===== config.mk =====
export PLATFORM = sky130hd
export DESIGN_NAME = vertex_sequencer
export DESIGN_NICKNAME = d
export VERILOG_FILES = /design/src/rtl/vp_pkg.sv /design/src/rtl/vp_run_counter.sv /design/src/rtl/vertex_sequencer.sv
export SDC_FILE = /design/constraint.sdc
export NUM_CORES = 1
export LEC_CHECK = 0
export BUFFER_PORTS_ARGS = -buffer_cell sky130_fd_sc_hd__clkbuf_2
export CORE_AREA = 8 8 207 209
export CTS_CLUSTER_DIAMETER = 40
export DETAILED_ROUTE_END_ITERATION = 8
export DIE_AREA = 0 0 215 217
export PLACE_DENSITY = 0.59
export RECOVER_POWER = 100
export SLEW_MARGIN = 10
export SYNTH_ARGS = -nofsm -noshare
export SYNTH_HDL_FRONTEND = slang
export SYNTH_HIERARCHICAL = 1
export SYNTH_SLANG_ARGS = --single-unit

===== constraint.sdc =====
create_clock -name clk -period 2.91 [get_ports clk]
set_input_delay 0.1455 -clock clk [delete_from_list [all_inputs] [get_ports clk]]
set_output_delay 0.1455 -clock clk [all_outputs]
set_load 0.01 [all_outputs]

===== src/rtl/vp_pkg.sv =====
// Shared definitions for the vertex sequencer: default widths, info-memory
// slot constants and the sequencer state encoding.
package vp_pkg;

    localparam int VP_INFO_W      = 128;
    localparam int VP_INFO_ADDR_W = 8;
    localparam int VP_PROG_W      = 8;

    localparam logic [VP_INFO_ADDR_W-1:0] VP_IN_ADDR  = 8'd0;
    localparam logic [VP_INFO_ADDR_W-1:0] VP_OUT_ADDR = 8'd1;

    typedef enum logic [2:0] {
        ST_IDLE  = 3'd0,
        ST_LOAD  = 3'd1,
        ST_PCRST = 3'd2,
        ST_RUN   = 3'd3,
        ST_READ  = 3'd4,
        ST_CAPT  = 3'd5,
        ST_OUT   = 3'd6
    } vp_state_e;

endpackage


===== src/rtl/vp_run_counter.sv =====
// Down-counter for the processor run cycles of one vertex. Loads the program
// length, counts down by one per enabled cycle and never wraps below zero.
module vp_run_counter
    import vp_pkg::*;
#(
    parameter int PROG_W = VP_PROG_W
) (
    input  logic              clk,
    input  logic              reset,
    input  logic              load,
    input  logic [PROG_W-1:0] load_val,
    input  logic              dec,
    output logic [PROG_W-1:0] count,
    output logic              last
);

    localparam logic [PROG_W-1:0] ONE = PROG_W'(1);

    logic [PROG_W-1:0] cnt_q;
    logic [PROG_W-1:0] cnt_d;

    // Next count: a load wins, otherwise decrement only while non-zero.
    always_comb begin
        cnt_d = cnt_q;
        if (load) begin
            cnt_d = load_val;
        end else if (dec && (cnt_q != '0)) begin
            cnt_d = cnt_q - ONE;
        end
    end

    // Counter register, cleared by the active-low asynchronous reset.
    always_ff @(posedge clk or negedge reset) begin
        if (!reset) begin
            cnt_q <= '0;
        end else begin
            cnt_q <= cnt_d;
        end
    end

    assign count = cnt_q;
    assign last  = (cnt_q == ONE);

endmodule


===== src/rtl/vertex_sequencer.sv =====
// Vertex sequencer: accepts one vertex, writes it into the processor info
// memory, pulses the processor PC reset, runs the processor for prog_len
// cycles, reads the result slot back and offers it downstream.
module vertex_sequencer
    import vp_pkg::*;
#(
    parameter int                     INFO_W      = VP_INFO_W,
    parameter int                     INFO_ADDR_W = VP_INFO_ADDR_W,
    parameter int                     PROG_W      = VP_PROG_W,
    parameter logic [INFO_ADDR_W-1:0] IN_ADDR     = VP_IN_ADDR,
    parameter logic [INFO_ADDR_W-1:0] OUT_ADDR    = VP_OUT_ADDR
) (
    input  logic                   clk,
    input  logic                   reset,
    input  logic                   s_valid,
    output logic                   s_ready,
    input  logic [INFO_W-1:0]      s_vertex,
    input  logic [PROG_W-1:0]      prog_len,
    output logic                   m_valid,
    input  logic                   m_ready,
    output logic [INFO_W-1:0]      m_vertex,
    output logic                   vp_enable,
    output logic                   vp_reset,
    output logic                   vp_we_inf,
    output logic [INFO_ADDR_W-1:0] vp_addr_inf,
    output logic [INFO_W-1:0]      vp_info_in,
    input  logic [INFO_W-1:0]      vp_vert_out,
    output logic                   busy,
    output logic [15:0]            vert_count
);

    vp_state_e         state_q;
    vp_state_e         state_d;
    logic [INFO_W-1:0] vtx_q;
    logic [INFO_W-1:0] vtx_d;
    logic [INFO_W-1:0] m_vertex_q;
    logic [INFO_W-1:0] m_vertex_d;
    logic [15:0]       vert_count_q;
    logic [15:0]       vert_count_d;

    logic              cnt_load;
    logic              cnt_dec;
    logic [PROG_W-1:0] run_cnt;
    logic              run_last;

    vp_run_counter #(
        .PROG_W (PROG_W)
    ) u_run_counter (
        .clk      (clk),
        .reset    (reset),
        .load     (cnt_load),
        .load_val (prog_len),
        .dec      (cnt_dec),
        .count    (run_cnt),
        .last     (run_last)
    );

    // Next-state and output decode; every output is a pure function of the
    // current state so the reset state drives idle values immediately.
    always_comb begin
        state_d      = state_q;
        vtx_d        = vtx_q;
        m_vertex_d   = m_vertex_q;
        vert_count_d = vert_count_q;
        cnt_load     = 1'b0;
        cnt_dec      = 1'b0;
        s_ready      = 1'b0;
        m_valid      = 1'b0;
        vp_enable    = 1'b0;
        vp_reset     = 1'b0;
        vp_we_inf    = 1'b0;
        vp_addr_inf  = IN_ADDR;
        vp_info_in   = vtx_q;

        case (state_q)
            ST_IDLE: begin
                s_ready = 1'b1;
                if (s_valid) begin
                    vtx_d    = s_vertex;
                    cnt_load = 1'b1;
                    state_d  = ST_LOAD;
                end
            end
            ST_LOAD: begin
                vp_we_inf = 1'b1;
                state_d   = ST_PCRST;
            end
            ST_PCRST: begin
                vp_reset = 1'b1;
                state_d  = (run_cnt != '0) ? ST_RUN : ST_READ;
            end
            ST_RUN: begin
                vp_enable = 1'b1;
                cnt_dec   = 1'b1;
                if (run_last) begin
                    state_d = ST_READ;
                end
            end
            ST_READ: begin
                vp_addr_inf = OUT_ADDR;
                state_d     = ST_CAPT;
            end
            ST_CAPT: begin
                vp_addr_inf = OUT_ADDR;
                m_vertex_d  = vp_vert_out;
                state_d     = ST_OUT;
            end
            ST_OUT: begin
                m_valid = 1'b1;
                if (m_ready) begin
                    vert_count_d = vert_count_q + 16'd1;
                    state_d      = ST_IDLE;
                end
            end
            default: begin
                state_d = ST_IDLE;
            end
        endcase
    end

    // State and datapath registers, discarded by the asynchronous reset.
    always_ff @(posedge clk or negedge reset) begin
        if (!reset) begin
            state_q      <= ST_IDLE;
            vtx_q        <= '0;
            m_vertex_q   <= '0;
            vert_count_q <= '0;
        end else begin
            state_q      <= state_d;
            vtx_q        <= vtx_d;
            m_vertex_q   <= m_vertex_d;
            vert_count_q <= vert_count_d;
        end
    end

    assign busy       = (state_q != ST_IDLE);
    assign m_vertex   = m_vertex_q;
    assign vert_count = vert_count_q;

endmodule


==> impl_metrics.ini <==
[status]
status = finished, violations left
violations = max-capacitance violations, max-slew violations

[critical_path]
rrSetupSlack_ns = 0.38
crit_buf_inv = 2
criticalPathCategory = reg -> reg
endpoint_kind = register
reg2reg_depth = 5
critPathMaxStageDelay_ns = 0.69
r2r-start = state_q[0]
cpMaxStageDelayCell = clkbuf_4
path_cells = or3_1 > inv_1 > and2_4 > clkbuf_4 > mux2_1
timing.rr.end = vp_info_in[58]
crit_family = buffers and inverters
arrival_ns = 2.93
cp_data_required_time_ns = 3.32
cp-start-kind = register
crit_fanout = 55

[power_and_ir_drop]
power_frac_clock = 0.505
p_switching_w = 0.00228
cellPowerDensity_nw_per_um2 = 547
pwr-share-seq = 0.413
power.share.switching = 0.230
power.total_w = 0.00989
vdd.ir_drop.worst_mv = 0.501
pwr-share-comb = 0.082
p_leak_nw = 8.67
p_int_w = 0.00761

[route]
wl_um = 40600
wl_met3_um = 3050
routedWlPerCell_um = 19.2
drt_iter0_markers = 427
topRoutingLayerUsed = met5
met2WireLength_um = 21200
wl_met1_um = 15000
first_pass_iters = 6
ant_nets = 0
num_vias = 9319
route.detailed.drc = 0
post_drt_via_cell_ratio = 4.41

[sta]
setup-violations-final = 0
rsz0062_at_grt = no
fin_crit_sh = 0.868
relSlewSlack = -0.483
hold_violations = 0
worst_pin_slew_ns = 2.22
drv_slew = 81
setup_tns_ns = 0
final.setup_skew_ns = 0.0134
timing.final.crit_period_ns = 2.53
fmax_mhz = 396
hold_slack_ns = 0.376

[clock_network]
cts_sinks = 283
cts_tree = done
clk_latency_ns = 0.53
clkTransAtPathRegs_ns = 0.06
ctsResizeCount = 0
cts_buffers = 45
htree_levels = 2
ctsRootBufferMaster = clkbuf_16
cts_buffer_depth = 3

[cells_and_area]
drive_gt1_frac = 0.328
fin_nets = 1823
syn_to_final_growth_pct = 62.0
final_util = 0.459

[floorplan]
die_w_um = 215
start_util = 0.283
row_count = 73
core_um2 = 39500
io_pins = 554
die_area_um2 = 46700
die_h_um = 217

[placed_design]
globalplace.congestion = 0.781
hpwl_um = 28600
portBuffers = 546

[logic_synthesis]
yosysTopAreaCell = dfrtp_1
synth-seq-cells = 283
synthFlopType = dfrtp_1
synth.area.top_cells = dfrtp_1 63%, mux2_2 16%, mux2_1 10%
synth.most_common_cell = dfrtp_1
ys_warn_count = 6
synth_common_cells = 283 x dfrtp_1, 156 x mux2_2, 100 x mux2_1
synthArstFlopShare = 1.00
avgSynthCellArea_um2 = 15.8
ys_seq_area_frac = 0.634
yosysUniqueCellTypes = 49
synth_edf_count = 0
synth_top_area_frac = 0.634
synthCells = 708
syn_area_um2 = 11200

[grt]
grt_usage = 0.167
grt_pass1_vias = 10521
grt_overflow_total = 0
antenna_found_initial = 7
grt_pass1_wl_um = 62100
grt_max_degree = 83

[job]
cap_violations = 1

[min_path]
hp-class = in -> reg
hold_end = vp_info_in[18]
hold_start = s_vertex[18]
whs_path_depth = 3
## metal layers
layer,GRT usage,vias up
met1,0.179,4645
met3,0.0506,86
li1,-,4218
met5,0,-
met4,0.0765,2
met2,0.300,368
## cells by family after synthesis
| family | count (synthesis) | synth area share |
|---|---|---|
| compound gates | 26 | 0.0174 |
| xor+xnor | 15 | 0.0118 |
| fa+ha+maj | 4 | 0.00448 |
| buf+inv | 48 | 0.0338 |
| flops | 283 | 0.634 |
| mux | 256 | 0.258 |
| other cells | 1 | 0.000336 |
| simple gates | 75 | 0.0399 |
## worst max path at each step
stage / startpoint / endpoint / slack (ns) / cells past startpoint
final: state_q[0] / vp_info_in[58] / 0.38 / 5
after global routing: state_q[0] / vp_info_in[80] / 0.22 / 5
after CTS: state_q[0] / u_run_counter/count[7] / 0.51 / 5
after detailed placement: state_q[0] / u_run_counter/count[7] / 0.53 / 5
after global placement: state_q[0] / u_run_counter/count[7] / 0.58 / 5
after floorplan: state_q[2] / u_run_counter/count[7] / 0.69 / 5
## power groups by stage
stage / logic (W) / registers [W] / clock network (W)
after CTS: 0.000840 / 0.00408 / 0.00515
after global placement: 0.000530 / 0.00414 / 0
after global routing: 0.000876 / 0.00409 / 0.00532
after detailed placement: 0.000536 / 0.00415 / 0
final: 0.000809 / 0.00408 / 0.00500
after floorplan: 0.0000904 / 0.00418 / 0
## flip-flops by register name, summed over array words and instances, names as in the netlist
| register | cells |
|---|---|
| vert_count | 16 |
| m_vertex | 128 |
| vp_info_in | 128 |
| u_run_counter/count | 8 |
| state_q | 3 |
## final cells by class
cell class,instances,area (um^2)
timing repair buffer,831,5190
clock inverter,25,226
clock buffer,54,1190
multi-input combinational,383,3700
tap,525,657
antenna,7,17.5
sequential,283,7080
fill,3592,21400
inverter,7,26.3
## worst register-to-register path: stages (launching register included)
cell and delay [ns]:
dfrtp_1 0.48, or3_1 0.42, inv_1 0.09, and2_4 0.28, clkbuf_4 0.70, mux2_1 0.44
## metrics by stage
step / instance area, um^2 / worst slack (ns) / cells
6_report: 18100 / 0.385 / 2115
5_1_grt: 18100 / 0.217 / 2114
4_1_cts: 18500 / 0.507 / 2108
3_5_place_dp: 14500 / 0.531 / 1762
3_3_place_gp: 14500 / 0.583 / 1762
2_1_floorplan: 11200 / 0.692 / 714
## timing repair
item,in CTS,in global routing
hold buffers,267,0
buffers inserted,0,0
hold endpoints to repair,342,0
## layout by cell type (no fill, tap or decap), types with 5 or more instances in the layout
master         instances
clkbuf_2             276
dlygate4sd3_1        267
mux2_2               155
clkbuf_1             286
clkinv_2              10
inv_1                  7
conb_1                 7
dfrtp_1              283
clkbuf_16             45
nor2_1                 9
nand3_1                5
nor3_1                 5
xnor2_1                9
o211ai_1               6
mux2_1               101
diode_2                7
xor2_1                 6
nand2_1               24
Note: power is estimated with default switching activity, not from simulation.
